[src/rtl/hdmi_init_pkg.sv]
`default_nettype none
// ============================================================================
// Module   : hdmi_init_pkg
// Purpose  : Shared types for the HDMI transmitter I2C init sequencer:
//            sequencer state enum, delay-marker register code and the
//            register-table entry struct.
// Ports    : none (package)
// Revision : 1.0 - initial release
// ============================================================================
package hdmi_init_pkg;

  typedef enum logic [3:0] {
    ST_IDLE     = 4'd0,
    ST_PWR_WAIT = 4'd1,
    ST_FETCH    = 4'd2,
    ST_ISSUE    = 4'd3,
    ST_WAIT_HI  = 4'd4,
    ST_WAIT_LO  = 4'd5,
    ST_DELAY    = 4'd6,
    ST_DONE     = 4'd7,
    ST_ERROR    = 4'd8
  } state_t;

  // A table entry whose register field holds this code is a pause of
  // data*256 clock cycles instead of an I2C write.
  localparam logic [7:0] DELAY_MARKER = 8'hFE;

  typedef struct packed {
    logic [7:0] reg_addr;
    logic [7:0] data;
  } entry_t;

  function automatic entry_t mk_entry(input logic [7:0] r, input logic [7:0] d);
    entry_t e;
    e.reg_addr = r;
    e.data     = d;
    return e;
  endfunction

endpackage
`default_nettype wire

[src/rtl/hdmi_init_rom.sv]
`default_nettype none
// ============================================================================
// Module   : hdmi_init_rom
// Purpose  : Register-initialisation table of the HDMI transmitter. The only
//            place the table contents live. Registered read, 1-cycle latency.
// Ports    : clk     - rising-edge clock
//            rst     - synchronous active-high reset (clears the output)
//            idx_i   - table index (0..63)
//            entry_o - {reg_addr, data} of idx_i, one cycle later
// Revision : 1.0 - initial release
// ============================================================================
module hdmi_init_rom
  import hdmi_init_pkg::*;
(
  input  logic       clk,
  input  logic       rst,
  input  logic [5:0] idx_i,
  output entry_t     entry_o
);

  entry_t entry_d;
  entry_t entry_q;

  always_comb begin
    entry_d = mk_entry(8'h41, 8'h10);
    case (idx_i)
      6'd0:  entry_d = mk_entry(8'h41, 8'h10);  // power up the transmitter
      6'd1:  entry_d = mk_entry(8'h98, 8'h03);
      6'd2:  entry_d = mk_entry(8'h9A, 8'hE0);
      6'd3:  entry_d = mk_entry(DELAY_MARKER, 8'h02);  // 512-cycle settle
      6'd4:  entry_d = mk_entry(8'h9C, 8'h30);
      6'd5:  entry_d = mk_entry(8'h9D, 8'h61);
      6'd6:  entry_d = mk_entry(8'hA2, 8'hA4);
      6'd7:  entry_d = mk_entry(8'hA3, 8'hA4);
      6'd8:  entry_d = mk_entry(8'hE0, 8'hD0);
      6'd9:  entry_d = mk_entry(8'hF9, 8'h00);
      6'd10: entry_d = mk_entry(8'h15, 8'h00);
      6'd11: entry_d = mk_entry(8'h16, 8'h30);
      6'd12: entry_d = mk_entry(8'h17, 8'h02);
      6'd13: entry_d = mk_entry(8'h18, 8'h46);
      6'd14: entry_d = mk_entry(8'hAF, 8'h06);
      6'd15: entry_d = mk_entry(8'hD6, 8'hC0);
      // Unpopulated slots repeat the idempotent power-up write.
      default: entry_d = mk_entry(8'h41, 8'h10);
    endcase
  end

  always_ff @(posedge clk) begin
    if (rst) entry_q <= '0;
    else     entry_q <= entry_d;
  end

  assign entry_o = entry_q;

endmodule
`default_nettype wire

[src/rtl/hdmi_i2c_init_seq.sv]
`default_nettype none
// ============================================================================
// Module   : hdmi_i2c_init_seq
// Purpose  : Walks the HDMI transmitter register table after a power-up wait
//            and issues one I2C write per entry to an external I2C master.
//            Delay-marker entries pause instead of writing.
// Ports    : clk, rst (sync, active-high), go (one-cycle run request)
//            i2c_cmd_address/i2c_reg/i2c_data/i2c_start -> I2C master
//            i2c_busy/i2c_nack <- I2C master
//            done, error (held until next go/rst), entry_idx (current entry)
// Config   : HDMI_INIT_RETRY_EN - when defined, a NACKed entry is reissued up
//            to MAX_RETRY times before aborting; otherwise any NACK aborts.
// Revision : 1.0 - initial release
// ============================================================================
module hdmi_i2c_init_seq
  import hdmi_init_pkg::*;
#(
  parameter logic [6:0] DEV_ADDR       = 7'h39,
  parameter int         NUM_ENTRIES    = 16,
  parameter int         POWERUP_CYCLES = 200000,
  parameter int         BUSY_TIMEOUT   = 1024,
  parameter int         MAX_RETRY      = 3
) (
  input  logic       clk,
  input  logic       rst,
  input  logic       go,
  output logic [6:0] i2c_cmd_address,
  output logic [7:0] i2c_reg,
  output logic [7:0] i2c_data,
  output logic       i2c_start,
  input  logic       i2c_busy,
  input  logic       i2c_nack,
  output logic       done,
  output logic       error,
  output logic [5:0] entry_idx
);

  localparam logic [5:0]  LAST_IDX     = 6'(NUM_ENTRIES - 1);
  localparam logic [31:0] PWR_LOAD     = 32'(POWERUP_CYCLES - 1);
  localparam logic [31:0] TIMEOUT_LOAD = 32'(BUSY_TIMEOUT - 1);

  state_t      state_q, state_d;
  logic [31:0] cnt_q, cnt_d;
  logic [5:0]  idx_q, idx_d;
  logic [7:0]  reg_q, reg_d;
  logic [7:0]  data_q, data_d;
  logic        start_q, start_d;
  logic        done_q, done_d;
  logic        error_q, error_d;
  logic        w_advance;
  entry_t      w_rom;

`ifdef HDMI_INIT_RETRY_EN
  logic [7:0]  retry_q, retry_d;
`else
  logic [7:0]  w_unused_max_retry;
  assign w_unused_max_retry = 8'(MAX_RETRY);
`endif

  // The ROM is addressed with the next index so the entry is already
  // registered at its output during the FETCH cycle that follows.
  hdmi_init_rom u_rom (
    .clk     (clk),
    .rst     (rst),
    .idx_i   (idx_d),
    .entry_o (w_rom)
  );

  always_comb begin
    state_d   = state_q;
    cnt_d     = cnt_q;
    idx_d     = idx_q;
    reg_d     = reg_q;
    data_d    = data_q;
    start_d   = 1'b0;
    w_advance = 1'b0;
`ifdef HDMI_INIT_RETRY_EN
    retry_d   = retry_q;
`endif

    case (state_q)
      ST_IDLE, ST_DONE, ST_ERROR: begin
        if (go) begin
          state_d = ST_PWR_WAIT;
          idx_d   = '0;
          cnt_d   = PWR_LOAD;
        end
      end
      ST_PWR_WAIT: begin
        if (cnt_q == '0) state_d = ST_FETCH;
        else             cnt_d   = cnt_q - 32'd1;
      end
      ST_FETCH: begin
        reg_d  = w_rom.reg_addr;
        data_d = w_rom.data;
`ifdef HDMI_INIT_RETRY_EN
        retry_d = '0;
`endif
        if (w_rom.reg_addr == DELAY_MARKER) begin
          // A zero-length delay simply moves on to the next entry.
          if (w_rom.data == 8'h00) begin
            w_advance = 1'b1;
          end else begin
            state_d = ST_DELAY;
            cnt_d   = {16'h0000, w_rom.data, 8'h00} - 32'd1;
          end
        end else begin
          state_d = ST_ISSUE;
        end
      end
      ST_ISSUE: begin
        if (!i2c_busy) begin
          start_d = 1'b1;
          state_d = ST_WAIT_HI;
          cnt_d   = TIMEOUT_LOAD;
        end
      end
      ST_WAIT_HI: begin
        if (i2c_busy)          state_d = ST_WAIT_LO;
        else if (cnt_q == '0)  state_d = ST_ERROR;
        else                   cnt_d   = cnt_q - 32'd1;
      end
      ST_WAIT_LO: begin
        if (!i2c_busy) begin
          if (!i2c_nack) begin
            w_advance = 1'b1;
          end else begin
`ifdef HDMI_INIT_RETRY_EN
            if (retry_q == 8'(MAX_RETRY)) begin
              state_d = ST_ERROR;
            end else begin
              retry_d = retry_q + 8'd1;
              state_d = ST_ISSUE;
            end
`else
            state_d = ST_ERROR;
`endif
          end
        end
      end
      ST_DELAY: begin
        if (cnt_q == '0) w_advance = 1'b1;
        else             cnt_d     = cnt_q - 32'd1;
      end
      default: state_d = ST_IDLE;
    endcase

    if (w_advance) begin
      if (idx_q == LAST_IDX) begin
        state_d = ST_DONE;
      end else begin
        idx_d   = idx_q + 6'd1;
        state_d = ST_FETCH;
      end
    end

    // Flags track the state being entered so they coincide with it.
    done_d  = (state_d == ST_DONE);
    error_d = (state_d == ST_ERROR);
  end

  always_ff @(posedge clk) begin
    if (rst) begin
      state_q <= ST_IDLE;
      cnt_q   <= '0;
      idx_q   <= '0;
      reg_q   <= '0;
      data_q  <= '0;
      start_q <= 1'b0;
      done_q  <= 1'b0;
      error_q <= 1'b0;
    end else begin
      state_q <= state_d;
      cnt_q   <= cnt_d;
      idx_q   <= idx_d;
      reg_q   <= reg_d;
      data_q  <= data_d;
      start_q <= start_d;
      done_q  <= done_d;
      error_q <= error_d;
    end
  end

`ifdef HDMI_INIT_RETRY_EN
  always_ff @(posedge clk) begin
    if (rst) retry_q <= '0;
    else     retry_q <= retry_d;
  end
`endif

  assign i2c_cmd_address = DEV_ADDR;
  assign i2c_reg         = reg_q;
  assign i2c_data        = data_q;
  assign i2c_start       = start_q;
  assign done            = done_q;
  assign error           = error_q;
  assign entry_idx       = idx_q;

endmodule
`default_nettype wire
[config.mk]
export PLATFORM = sky130hd
export DESIGN_NAME = hdmi_i2c_init_seq
export DESIGN_NICKNAME = d
export VERILOG_FILES = /design/src/rtl/hdmi_init_pkg.sv /design/src/rtl/hdmi_init_rom.sv /design/src/rtl/hdmi_i2c_init_seq.sv
export SDC_FILE = /design/constraint.sdc
export NUM_CORES = 1
export LEC_CHECK = 0
export BUFFER_PORTS_ARGS = -buffer_cell sky130_fd_sc_hd__buf_2
export CELL_PAD_IN_SITES_DETAIL_PLACEMENT = 0
export CELL_PAD_IN_SITES_GLOBAL_PLACEMENT = 1
export CORE_UTILIZATION = 44
export DETAILED_ROUTE_END_ITERATION = 12
export PLACE_DENSITY_LB_ADDON = 0.3
export SLEW_MARGIN = 10
export SYNTH_ARGS = -nofsm -noshare
export SYNTH_HDL_FRONTEND = slang
export SYNTH_SLANG_ARGS = --single-unit
[constraint.sdc]
create_clock -name clk -period 3.6 [get_ports clk]
set_clock_uncertainty 0.1 [all_clocks]
set_input_delay 0.72 -clock clk [delete_from_list [all_inputs] [get_ports clk]]
set_output_delay 0.72 -clock clk [all_outputs]
set_load 0.02 [all_outputs]
Word level (Yosys, flattened, before mapping) --
Memories as Yosys holds them, arrays and structs flattened. Cells that the tools add are included.
Storage, ports and cells: register bits after elaboration 77, input bits 5, memories 1, ROM bits 240, output and inout port bits 32, logic and storage cells 76
Memories:
- (no name shown) | depth 16, bits a word 15, rd ports 1, clocked after Yosys merged registers in 0, write ports 0, RTL line hdmi_init_rom.sv:26 | case (idx_i)
Cells by class: equality and inequality tests 17, add/sub/neg operators 3, reductions and logical operators 10, bitwise logic cells 2, multiplexer cells 31
Operators with widths (number):
- $mux 32 | 6
- $pmux 32 s5 | 1
- $mux 4 | 10
- $logic_not 32->1 | 1
- $sub 32x1->32 const B | 1
- $pmux 4 s7 | 1
- $mux 6 | 4
- $eq 4x3->1 const B | 5
- $sub 16x1->17 const B | 1
- $mux 15 | 1
- $ne 2x2->1 const B | 5
- $eq 4x2->1 const B | 2
- $eq 4x4->1 const B | 2
- $eq 8x8->1 const B | 1
- $logic_not 8->1 | 1
- $add 6x1->6 const B | 1
- $eq 6x4->1 const B | 1
- $mux 1 | 6
- $reduce_and 6->1 | 1
- $reduce_or 2->1 | 3
- $reduce_bool 5->1 | 1
- $eq 4x1->1 const B | 1
- $logic_not 4->1 | 1
- $mux 3 | 1
- other kinds (4) | 5

Depth between registers and ports, before layout --
depth after elaboration 8, mapped depth 13, depth with buffers taken out 13

Cells and area by module --
A second synthesis with hierarchy kept.
Second synthesis, totals: cells, all modules 555, area total of the unflattened synthesis 4455.5 µm²
By module, submodules not included:
- hdmi_i2c_init_seq | cells an instance 472, sequential area each 1221.2 µm², area an instance 3623.5 µm², times used 1
- hdmi_init_rom | cells an instance 83, sequential area each 300.3 µm², area an instance 832.0 µm², times used 1

Worst setup path after synthesis --
OpenSTA, ideal clock, no wires.
path type reg-to-reg, from register cnt_q[0], to register u_rom.entry_q, in the netlist u_rom.entry_o[8], buffers on the path 1, setup time 0.122 ns, setup slack 0.504 ns, stages on the path, launching flop included 14, period minus slack after synthesis 3.096 ns, arrival time 2.874 ns, cell sequence dfxtp_1 inv_1 ha_1 or4b_4 nor4_4 and4_4 o21ai_0 o221a_2 buf_2 ha_1 inv_1 mux2i_1 nand3_1 o311a_1
Between the ends: word-level cells in the longest chain between the ends 6, elaborated cells on any way between the ends 7, those cells by class mux: 4; reduce/logical: 2; memory: 1
RTL lines:
- start, declared | RTL line hdmi_i2c_init_seq.sv:43 | logic [31:0] cnt_q, cnt_d;
- start signal, assigned | RTL line hdmi_i2c_init_seq.sv:174 | cnt_q <= cnt_d;
- $logic_not 32->1 (*) | RTL line hdmi_i2c_init_seq.sv:142 | if (cnt_q == '0) w_advance = 1'b1;
- $mux 1 (*) | RTL line hdmi_i2c_init_seq.sv:142
- $pmux 1 s3 (*) | RTL line hdmi_i2c_init_seq.sv:81 | case (state_q)
- $mux 6 (*) | RTL line hdmi_i2c_init_seq.sv:148 | if (w_advance) begin
- $mem_v2 16x15 / $logic_not 2->1 (equally long branches)
- $mux 15 (*) | RTL line hdmi_init_rom.sv:26
- end signal, assigned | RTL line hdmi_init_rom.sv:50 | else entry_q <= entry_d;
- end, declared | RTL line hdmi_init_rom.sv:22 | entry_t entry_q;
Mark *: on every way between the ends. The rest lies on a longest branch, timed or not. A chain may end at the register's enable or synchronous reset.

Worst setup path after layout --
from register cnt_q[2], to register u_rom.entry_q, in the netlist u_rom.entry_o[14]
Between the ends: word-level cells in the longest chain between the ends 6, elaborated cells on any way between the ends 7, those cells by class mux: 4; reduce/logical: 2; memory: 1
RTL lines:
- $logic_not 32->1 | RTL line hdmi_i2c_init_seq.sv:142
- $mux 1 | RTL line hdmi_i2c_init_seq.sv:142
- $pmux 1 s3 | RTL line hdmi_i2c_init_seq.sv:81
- $mux 6 | RTL line hdmi_i2c_init_seq.sv:148
- net idx_d[1] | RTL line hdmi_i2c_init_seq.sv:44 | logic [5:0] idx_q, idx_d;
- $mem_v2 16x15
- $mux 15 | RTL line hdmi_init_rom.sv:26
The timed path passes the listed nets, and every way through them passes these cells.

==> reports/summary.md <==
The flow ran to the end, and the final reports show no timing, DRC or antenna violations. Traced cell by cell, the critical path runs through or4_1, nor4_4, and4_4, o21ai_0, o221a_2, inv_1, ha_1, a22oi_1, a31o_2, a21oi_1. The warning count from the yosys run is 0.

The min-delay analysis places its worst path in the category register to register. In the final routed layout, each cell accounts on average for 15.40 um. The tools report the count of vias placed by the detailed router as 4241.

Predominant post-synthesis flop cell: sky130_fd_sc_hd__dfxtp_1. For hold timing, the worst endpoint is i2c_data[7]$_SDFFE_PP0P_. The routing usage on met1 is 30.77%, and the number of buffers inserted by post-CTS setup repair is 0. Adding up every negative setup slack in the final design gives 0 ns. The final critical path time including I/O delays and setup came out at 3.321 ns. The floorplan has 36 rows.

The relative slew slack was 47.97%. The worst endpoint required time came out at 3.77 ns. The standard cell with the maximum stage delay on the critical path is sky130_fd_sc_hd__or4_1. Hold repair after CTS inserted 0 buffers. Across the run, the number of max-cap violations was 0. For the pin with the worst max-slew slack, the measured transition is 0.7733 ns. In the global route stage, met2 resource usage came out at 37.95%. STA classifies the critical path startpoint as a register.

The run gives 0 as the max-slew violation total from the final report. After synthesis, the largest family of logic cells by area is simple AND/OR/NAND/NOR gates. In this run the vertical extent of the chip is 102.4 um. The logs give 1008 for the layout filler cell count and 0.28 ns for the slack of the worst reg-to-reg path. The detail route stage leaves a number of antenna-violating nets equal to 0. For this run the aggregate overflow at the end of global routing stands at 0. Setup violations remaining at the end of the flow were counted as 0. The critical path in this run is classified as register to register. The startpoint identified for the worst hold timing path is i2c_data[7]$_SDFFE_PP0P_. The reg-to-reg endpoint was u_rom.entry_o[14]$_SDFF_PP0_. The initial cell density of the core is 45.35%, and the count of flip-flops with a built-in enable after synthesis is 0. The count of antenna diodes in the layout was 0; the maximum cell stage delay along the critical path was 0.59 ns. Global routing used 23.10% of the available tracks. The synthesized netlist devotes 27.38% of its cell area to simple gates. The design area is 4920 um2. Excluding fillers, the count of instances in the completed layout stands at 748. The hold violation total from the final report is 0.

The detailed router finished its first iteration with 244 violations. Standard cell area after detailed placement: 4674 um2. After the last flow step, the layout net total stands at 629. The synthesized netlist occupies a cell area of 4433 um2.

The power density over the cells is 501.2 nW/um2, and the post-synthesis sequential area ratio is 33.87%. In this run, placement finished with an instance count of 732. For the maximum vdd drop, the log shows 0.2253 mV. Post-cts repair resize count: 0.

Cell count after synthesis: 592. TritonCTS created 9 clock buffers. Wires add up to 11520 um.

Instance count along the most critical hold path: 2. The longest clock path from root to sink contains 2 buffers. The proportion of register bits with asynchronous set or reset after synthesis is 0%. The cell sitting at the root of the clock tree is a sky130_fd_sc_hd__clkbuf_8. After Yosys synthesis, XOR and XNOR cells account for 2.568% of the synthesized area. The congestion estimate from routability-driven global placement came to 0.9015. In this run the static leakage power is 1.916 nW. After synthesis the netlist holds a flip-flop and latch count of 75. In this run the count of I/O pins placed on the die edge is 37. TritonCTS built the clock tree. For the via count of the first global-routing pass, the log shows 3810.

For this run, design rule violations remaining after detail routing come to 0. met2 is the most crowded layer. Averaged over all synthesized cells, the footprint is 7.488 um2. For this run, the detailed router's first-pass iteration total came to 5. The clock sink total was 75; the largest net degree at the start of global routing was 62. After synthesis, the netlist uses 69 different library cells. The startpoint of the worst-slack reg-to-reg timing path was cnt_q[2]$_SDFFE_PP0P_. Fraction of layout cells with a size suffix above 1: 12.85%. At the worst endpoint, the arrival time is 3.49 ns.

The final critical-path share of the clock period came out at 92.25%. The maximum fanout encountered on the critical timing path was 7; the number of H-tree levels was 3. Once detailed placement completed, the half-perimeter wirelength came to 8104 um. The number of buffers added on ports was 28. The arithmetic-cell share of the synthesized area counting full adders, half adders and majority gates came out at 3.951%. The multiplexer share of the synthesized area is 0.4798%, and the maximum operating frequency is 0.3011 GHz. STA classifies the critical path endpoint as a register. The fraction of met3 tracks used by global routing was 4.241%; the CTS clock-pin slew for the worst setup and hold paths was 0.09 ns.

The core region is 9774 um2. Setup repair after global routing left no endpoint under its margin. The register with the most flip-flops in the layout has 32 of them. The average vias per placed instance works out to 5.670. The growth of design area from synthesis to finish came out at 10.98%. The logs give 0 for the initial antenna violation count and 0.35 ns for the worst-skew pair later-pin latency.

For the die area, the log shows 10480 um2. Summing the areas of all compound-gate instances in the mapped netlist gives 24.89% of the synthesized area. The global-route wire length before repair is 18910 um, and the horizontal die dimension is 102.4 um. Counting cells, the worst reg-to-reg path comes to 10.
-- worst max-delay path: cells and delay by family (launching register included) --
| family | cells | cell delay (ns) |
|---|---|---|
| buffers and inverters | 1 | 0.20 |
| AND/OR/NAND/NOR | 3 | 1.31 |
| AO/OA/AOI/OAI | 5 | 0.95 |
| flip-flops | 1 | 0.38 |
| adder cells (fa/ha/maj) | 1 | 0.29 |
-- metrics by stage --
stage	hold slack, ns	power, mW	utilization, %	setup WS, ns
2_1_floorplan	0.3267	1.488	-	0.5043
3_3_place_gp	0.3433	1.655	47.82	0.3083
3_5_place_dp	0.3446	1.669	47.82	0.2550
4_1_cts	0.3553	2.485	50.33	0.2172
5_1_grt	0.3736	2.611	50.33	0.02361
6_report	0.3541	2.466	50.33	0.2791
-- kinds of logic (layout without fill, tap and decap cells) --
group | Yosys count | after routing
buffers and inverters | 65 | 82
AND/OR/NAND/NOR | 248 | 248
flip-flops | 75 | 75
other | 2 | 8
AO/OA/AOI/OAI | 173 | 173
adder cells (fa/ha/maj) | 14 | 14
XOR/XNOR | 13 | 13
multiplexers | 2 | 2
-- metal layers --
layer  vias to the layer above  part of all wire (%)  wire length [um]
li1                       2140                     -                 -
met1                      1997                    47              5385
met2                        96                    48              5473
met3                         8                   4.3               495
met4                         0                   1.4               167
met5                         -                     0                 0
-- placed cells by master, fill, tap and decap left out, drive strengths merged, types with 7 or more instances in the layout --
master / count
a211oi: 13
a21oi: 55
a22oi: 13
a31oi: 7
buf: 44
clkbuf: 9
conb: 8
dfxtp: 75
ha: 14
inv: 25
nand2: 72
nand3: 16
nor2: 69
nor2b: 7
nor3: 24
nor4: 12
o21ai: 43
or3: 9
xnor2: 9
-- area by class of cell --
class	instances	area [um2]	area share (%)
inverters	22	85.08	1.729
clock inverters	7	121.4	2.467
well taps	133	166.4	3.383
multi-input cells	458	2661	54.09
flip-flops and latches	75	1501	30.52
repair buffers	44	260.3	5.290
clock buffers	9	123.9	2.518
-- cell usage after synthesis (8+ instances only) --
cell type | number | area share [%]
sky130_fd_sc_hd__dfxtp_1 | 75 | 34
sky130_fd_sc_hd__nand2_1 | 72 | 6.1
sky130_fd_sc_hd__nor2_1 | 69 | 5.8
sky130_fd_sc_hd__a21oi_1 | 55 | 6.2
sky130_fd_sc_hd__o21ai_0 | 41 | 4.6
sky130_fd_sc_hd__clkbuf_1 | 27 | 2.3
sky130_fd_sc_hd__nor3_1 | 23 | 2.6
sky130_fd_sc_hd__inv_1 | 21 | 1.8
sky130_fd_sc_hd__nand3_1 | 16 | 1.8
sky130_fd_sc_hd__ha_1 | 14 | 4.0
sky130_fd_sc_hd__a211oi_1 | 13 | 2.2
sky130_fd_sc_hd__a22oi_1 | 13 | 2.2
sky130_fd_sc_hd__nor4_1 | 10 | 1.4
sky130_fd_sc_hd__or3_1 | 9 | 1.3
sky130_fd_sc_hd__xnor2_1 | 9 | 1.8
sky130_fd_sc_hd__buf_4 | 8 | 1.4
-- report_power, final --
part           switching (mW)  internal, mW  total, mW
logic                   0.454         0.246      0.699
clock network           0.344         0.467      0.811
registers              0.0684         0.887      0.955
-- worst max path at each step --
stage	end	startpoint	slack, ns	cells after the start
3_5_place_dp	u_rom.entry_o[14]$_SDFF_PP0_	cnt_q[0]$_SDFFE_PP0P_	0.25	12
4_1_cts	u_rom.entry_o[14]$_SDFF_PP0_	cnt_q[0]$_SDFFE_PP0P_	0.22	12
3_3_place_gp	u_rom.entry_o[8]$_SDFF_PP0_	cnt_q[0]$_SDFFE_PP0P_	0.31	13
2_1_floorplan	u_rom.entry_o[8]$_SDFF_PP0_	cnt_q[0]$_SDFFE_PP0P_	0.50	13
5_1_grt	u_rom.entry_o[14]$_SDFF_PP0_	cnt_q[2]$_SDFFE_PP0P_	0.02	10
6_report	u_rom.entry_o[14]$_SDFF_PP0_	cnt_q[2]$_SDFFE_PP0P_	0.28	10
(Power assumes the default switching activity.)
